`src/rtl/sysid_recheck_timer.sv`:
```
// Period counter for automatic rechecks. Counts while enabled, clears on
// request, and pulses tick on the terminal count (PERIOD-1).
module sysid_recheck_timer #(
    parameter int PERIOD = 50_000_000
) (
    input  logic clock,
    input  logic reset,
    input  logic clear,
    input  logic enable,
    output logic tick
);

    localparam int CW = (PERIOD > 1) ? $clog2(PERIOD) : 1;

    logic [CW-1:0] count_r;

    assign tick = enable && (count_r == CW'(PERIOD - 1));

    // Cycle counter: restarts on clear or after each terminal count
    always_ff @(posedge clock) begin
        if (reset) begin
            count_r <= {CW{1'b0}};
        end else if (clear) begin
            count_r <= {CW{1'b0}};
        end else if (enable) begin
            if (tick) begin
                count_r <= {CW{1'b0}};
            end else begin
                count_r <= count_r + CW'(1'b1);
            end
        end else begin
            count_r <= count_r;
        end
    end

endmodule

```
`config.mk`:
```
export PLATFORM = sky130hd
export DESIGN_NAME = sysid_recheck_timer
export DESIGN_NICKNAME = d
export VERILOG_FILES = /design/src/rtl/sysid_recheck_timer.sv
export SDC_FILE = /design/constraint.sdc
export NUM_CORES = 1
export LEC_CHECK = 0
export CORE_ASPECT_RATIO = 1.75
export CORE_MARGIN = 5
export CORE_UTILIZATION = 40
export CTS_BUF_LIST = sky130_fd_sc_hd__clkbuf_8
export CTS_CLUSTER_SIZE = 25
export DETAILED_ROUTE_END_ITERATION = 10
export SLEW_MARGIN = 20
export SYNTH_ARGS = -nofsm -noshare
export SYNTH_HDL_FRONTEND = slang
export SYNTH_SLANG_ARGS = --single-unit
```
`constraint.sdc`:
```
create_clock -name clock -period 2.5 [get_ports clock]
set_clock_uncertainty 0.2 [all_clocks]
set_input_delay 0.5 -clock clock [delete_from_list [all_inputs] [get_ports clock]]
set_output_delay 0.5 -clock clock [all_outputs]
set_load 0.02 [all_outputs]
```
==> impl_metrics.py, run 1 <==
metrics = {
    "run_status": {
        "outcome": "finished clean",
    },
    "synth": {
        "ys_warn_count": 0,
        "muxShareOfSynthArea_pct": 0,
        "ys.flop_type": "dfxtp_1",
        "ys_ff_latch": 26,
        "synth_compound_area_share_pct": 12.9,
        "yosys.area_share.simple_pct": 37.2,
        "yosys.area_share.xor_xnor_pct": 7.17,
        "avgSynthCellArea_sq_um": 8.61,
        "synthAdderAreaFrac_pct": 0.931,
        "ys_seq_area_share_pct": 38.7,
        "synth-edff-count": 0,
        "syn-num-nets": 161,
        "synth_top_family_by_area": "simple AND/OR/NAND/NOR gates",
        "ys_types": 35,
        "ys_async_sr_fraction_pct": 0,
        "syn_area_sq_um": 1340,
        "postSynthCellCount": 156,
    },
    "global_routing": {
        "grt_pass1_vias": 1213,
        "antenna_found_initial": 0,
        "grtUsageTotal_pct": 14.5,
        "gr-total-overflow": 0,
        "grt_pass1_wl_mm": 5.18,
        "grt_max_degree": 23,
    },
    "min_path": {
        "min_path_type": "reg2reg",
        "hold_path_depth": 2,
        "min_delay_worst_endpoint": "count_r[23]",
        "hp-start": "count_r[23]",
    },
    "sta": {
        "worst_pin_slew_ns": 0.343,
        "period_minus_slack_ns": 2.33,
        "period_share_pct": 93.1,
        "hold_violations": 0,
        "setup-tns-final_ns": 0,
        "rsz0062_at_grt": "false",
        "finalSetupViolations": 0,
        "report.final.slew_viol_count": 0,
        "maxSlewHeadroom_pct": 76.8,
        "hold_slack_ns": 0.316,
        "max_freq_mhz": 430,
    },
    "worst_setup_path": {
        "timing.reg2reg.setup_slack_ns": 0.56,
        "critPathCaptureType": "primary output",
        "reg2reg_to": "count_r[22]",
        "ff2ff_path_depth": 5,
        "reg2reg_from": "count_r[13]",
        "slowest_delay_ns": 0.47,
        "crit_arrival_ns": 1.63,
        "worstSetupStartpointType": "input port",
        "slowest_stage": "clkdlybuf4s50_1",
        "path_cells": "clkdlybuf4s50_1 -> and3_1 -> nand2_1 -> nor3_1 -> clkbuf_2",
        "worstPathRequired_ns": 1.80,
        "critPathKind": "in2out",
        "path_max_fanout": 2,
    },
    "layout": {
        "syn_to_final_growth_pct": 19.5,
        "n_fill_cell": 326,
        "finalInstanceArea_sq_um": 1610,
        "diodes": 0,
        "final_common_cell": "dfxtp_1",
        "nets": 182,
        "mostFrequentLayoutCells": "dfxtp_1, buf_4, nor2_1",
        "largest_reg_flops": 26,
        "drive_gt1_share_pct": 19.3,
        "reg_top3": "count_r (26)",
        "regMostFlops": "count_r",
    },
    "die": {
        "core_sq_um": 3330,
        "dieArea_sq_um": 4660,
        "die_w_um": 53.8,
        "std_cell_rows": 28,
        "initial_core_util_pct": 40.4,
        "die_h_um": 86.7,
        "num_io_pins": 5,
    },
    "cts": {
        "clkLatencyLatePin_ns": 0.27,
        "hold_buffers": 0,
        "cts_buffers": 3,
        "cts_root_buffer": "clkbuf_8",
        "cts.sinks": 26,
        "post_cts_buffers": 0,
        "clkTransAtPathRegs_ns": 0.09,
        "htree_levels": 1,
        "clock_path_buffers": 2,
        "cts-resized-gates": 1,
        "cts_tree": "built",
    },
    "detailed_routing": {
        "drc_errors": 0,
        "first_pass_iters": 4,
        "ant_nets": 0,
        "vias_per_cell": 5.55,
        "drt-initial-drc-count": 17,
        "wl_per_cell_um": 13.3,
        "dr_total_vias": 1227,
        "wl_mm": 2.94,
    },
    "power": {
        "total_power_mw": 0.785,
        "pwr-share-clk_pct": 44.5,
        "p_per_area_nw_per_um2": 489,
        "p_int_mw": 0.638,
        "power_frac_comb_pct": 2.5,
        "p_switching_mw": 0.147,
        "power_frac_seq_pct": 53.0,
        "p_leak_nw": 0.509,
        "p_sw_share_pct": 18.7,
        "peakVddDrop_mv": 0.292,
    },
    "placement": {
        "gp_congestion": 0.796,
        "dpl.hpwl_mm": 2.33,
        "numPortBuffers": 4,
        "place_area_sq_um": 1540,
    },
    "job": {
        "cap_viol_max_count": 0,
    },
}
[critical path, delay by kind of cell]
kind,cells,cell delay [ns]
buffers and inverters,2,0.68
AND/OR/NAND/NOR,3,0.44
[per-stage QoR]
step                setup slack, ns  util [%]  std cells
floorplan                     0.356         -        156
global route                 0.0631      48.2        221
detailed placement           -0.286      46.2        217
global placement             -0.224      46.2        217
CTS                         0.00337      48.3        221
finish                        0.173      48.2        221
[worst max-delay path by stage]
| stage | start | endpoint | slack [ns] | cells after the start |
|---|---|---|---|---|
| after floorplan | count_r[0] | tick | 0.36 | 5 |
| after global placement | enable | tick | -0.22 | 5 |
| after detailed placement | enable | tick | -0.29 | 5 |
| after CTS | enable | tick | 0.003 | 5 |
| after global routing | count_r[8] | tick | 0.06 | 4 |
| final | enable | tick | 0.17 | 5 |
[synthesized netlist by cell type (2+ instances only)]
cell type / instances / area share [%]
nand2_1: 10 / 2.8
nand3_1: 11 / 4.1
dfxtp_1: 26 / 39
nand3b_1: 3 / 1.7
and2_1: 2 / 0.93
xnor2_1: 3 / 2.0
a21oi_2: 2 / 1.3
buf_2: 5 / 1.9
nand4_1: 9 / 4.2
nor2_1: 16 / 4.5
or3_1: 8 / 3.7
and4_1: 3 / 2.0
xor2_1: 8 / 5.2
o21ai_0: 10 / 3.7
a21oi_1: 11 / 4.1
o31ai_1: 4 / 2.2
nor4b_1: 4 / 2.6
or4_1: 4 / 2.2
[per-layer routing]
layer	wire length (um)	vias up	track usage [%]
li1	-	622	-
met1	1210	584	16.1
met2	1600	15	25.6
met3	79	6	2.58
met4	54	0	6.51
met5	0	-	0
[cell type report]
type | count | area (sq um) | area share [%]
multi-input combinational | 123 | 783 | 48.8
inverter | 1 | 3.75 | 0.234
timing repair buffer | 22 | 170 | 10.6
clock buffer | 3 | 41.3 | 2.57
clock inverter | 1 | 30.0 | 1.87
tap | 45 | 56.3 | 3.51
sequential | 26 | 520 | 32.4
[logic make-up (layout without fill, tap and decap cells)]
kind of cell,after synthesis,in the layout
simple gates,82,82
compound gates,29,29
flops,26,26
xor+xnor,11,11
buf+inv,7,27
fa+ha+maj,1,1
[power by group through the flow]
stage / registers (mW) / logic [mW] / clock network (mW)
after floorplan: 0.425 / 0.00978 / 0
after global placement: 0.426 / 0.0193 / 0
after detailed placement: 0.426 / 0.0200 / 0
after CTS: 0.416 / 0.0200 / 0.357
after global routing: 0.417 / 0.0214 / 0.378
final: 0.416 / 0.0197 / 0.349
No activity file was read; power rests on OpenSTA's default activity.
==> run 2, diff against run 1 <==
Settings changed: DONT_BUFFER_PORTS from default to 1.
==> run 2 against run 1 <==
Compared with the run above:
- clock power is 34% lower
- via count is 4.5% lower
- sequential power hardly changed
- routed wire length is 2.1% lower
- total power is 16% lower
- highest routed layer unchanged
- die area stayed put
- sequential share of layout area is 3.7 points higher
- worst hold slack worse by 0.14 ns
- worst setup slack worse by 0.0075 ns
- register-to-register slack worse by 0.05 ns
- largest cell class unchanged
- first-iteration DRC count is 5.9% higher
==> impl_metrics.py, run 2 (same netlist as run 1, synthesis figures left out) <==
metrics = {
    "run_status": {
        "outcome": "finished clean",
    },
    "detailed_routing": {
        "wl_per_cell_um": 14.3,
        "vias_per_cell": 5.80,
        "wl_mm": 2.88,
        "dr_total_vias": 1172,
        "first_pass_iters": 4,
        "drt-initial-drc-count": 18,
        "ant_nets": 0,
        "drc_errors": 0,
    },
    "layout": {
        "finalInstanceArea_sq_um": 1440,
        "largest_reg_flops": 26,
        "n_fill_cell": 332,
        "final_common_cell": "dfxtp_1",
        "regMostFlops": "count_r",
        "reg_top3": "count_r (26)",
        "syn_to_final_growth_pct": 7.08,
        "seq_area_sq_um": 520,
        "mostFrequentLayoutCells": "dfxtp_1, nor2_1, a21oi_1, nand3_1, o21ai_0",
        "nets": 164,
        "multi_input_area_sq_um": 787,
        "drive_gt1_share_pct": 12.7,
        "diodes": 0,
    },
    "sta": {
        "worst_pin_slew_ns": 0.427,
        "maxSlewHeadroom_pct": 71.2,
        "max_freq_mhz": 428,
        "period_minus_slack_ns": 2.33,
        "hold_violations": 0,
        "setup_slack_ns": 0.166,
        "finalSetupViolations": 0,
        "period_share_pct": 93.4,
        "rsz0062_at_grt": "false",
        "setup-tns-final_ns": 0,
        "report.final.slew_viol_count": 0,
    },
    "placement": {
        "dp_slack_ns": 0.333,
        "gp_congestion": 0.930,
        "numPortBuffers": 0,
        "place_area_sq_um": 1390,
        "dpl.hpwl_mm": 2.23,
    },
    "cts": {
        "clkLatencyLatePin_ns": 0.27,
        "clkTransAtPathRegs_ns": 0.08,
        "htree_levels": 1,
        "cts_tree": "built",
        "clock_path_buffers": 2,
        "cts_buffers": 3,
        "cts_root_buffer": "clkbuf_8",
        "cts.sinks": 26,
    },
    "worst_setup_path": {
        "worstPathRequired_ns": 1.80,
        "worstSetupStartpointType": "flop",
        "path_cells": "ha_1 -> and3_2 -> nand2_2 -> nor3_1 -> buf_4",
        "slowest_stage": "dfxtp_1",
        "path_max_fanout": 8,
        "critical_path_buf_inv_count": 1,
        "critPathCaptureType": "primary output",
        "critPathTopFamily": "simple AND/OR/NAND/NOR gates",
        "critPathKind": "reg2out",
        "slowest_delay_ns": 0.39,
        "crit_arrival_ns": 1.63,
    },
    "min_path": {
        "min_path_type": "in2reg",
    },
    "die": {
        "die_h_um": 86.7,
        "dieArea_sq_um": 4660,
        "initial_core_util_pct": 40.4,
        "std_cell_rows": 28,
        "core_sq_um": 3330,
        "num_io_pins": 5,
        "die_w_um": 53.8,
    },
    "global_routing": {
        "grtUsageTotal_pct": 14.2,
        "grt_pass1_wl_mm": 5.09,
        "antenna_found_initial": 0,
        "grt_max_degree": 14,
        "grt_pass1_vias": 1227,
        "gr-total-overflow": 0,
    },
    "power": {
        "p_leak_nw": 0.406,
        "peakVddDrop_mv": 0.463,
        "total_power_mw": 0.662,
        "p_per_area_nw_per_um2": 460,
    },
    "job": {
        "cap_viol_max_count": 0,
    },
}
==> run 2: cell count changes in the layout (fill, tap and decap cells not counted), sizes merged <==
cell,change
bufinv,-1
buf,-14
clkdlybuf4s50,-3
clkbuf,-1
==> run 2: routing by layer <==
layer	global-route usage [%]	routed length, um	vias up
li1	-	-	581
met4	6.28	63	0
met2	26.6	1590	19
met5	0	0	-
met3	2.58	84	6
met1	14.3	1150	566
==> run 2: worst paths after layout <==
| check | startpoint | to | slack (ns) | cells after the start |
|---|---|---|---|---|
| max | count_r[0] | tick | 0.17 | 5 |
| min | enable | count_r[1] | 0.18 | 2 |
| min reg2reg | count_r[25] | count_r[25] | 0.32 | 2 |
| max reg2reg | count_r[3] | count_r[23] | 0.51 | 5 |
==> run 2: area by class of cell <==
| class | instances | share of cell area, % |
|---|---|---|
| Sequential cell | 26 | 36.2 |
| Tap cell | 45 | 3.91 |
| Clock buffer | 3 | 2.87 |
| Multi-Input combinational cell | 123 | 54.7 |
| Timing Repair Buffer | 4 | 2.09 |
| Inverter | 1 | 0.261 |
==> run 2: power breakdown <==
group	switching [mW]	internal (mW)	leakage [nW]	total [mW]
Combinational	0.00889	0.00497	0.175	0.0139
Clock	0.124	0.108	0.0216	0.232
Sequential	0.00113	0.415	0.209	0.416
Total	0.134	0.528	0.406	0.662
==> run 2: stage by stage <==
step	std cells	utilization, %	hold slack [ns]
floorplan	156	-	0.262
global placement	199	41.9	0.286
detailed placement	199	41.9	0.299
CTS	202	43.1	0.177
global route	202	43.2	0.204
finish	202	43.2	0.178
==> run 2: what timing repair did <==
item | in CTS | in global routing
gates resized for setup | 0 | 2
endpoints found under the setup margin | 0 | 1
hold buffers | 0 | 0
setup buffers | 0 | 0
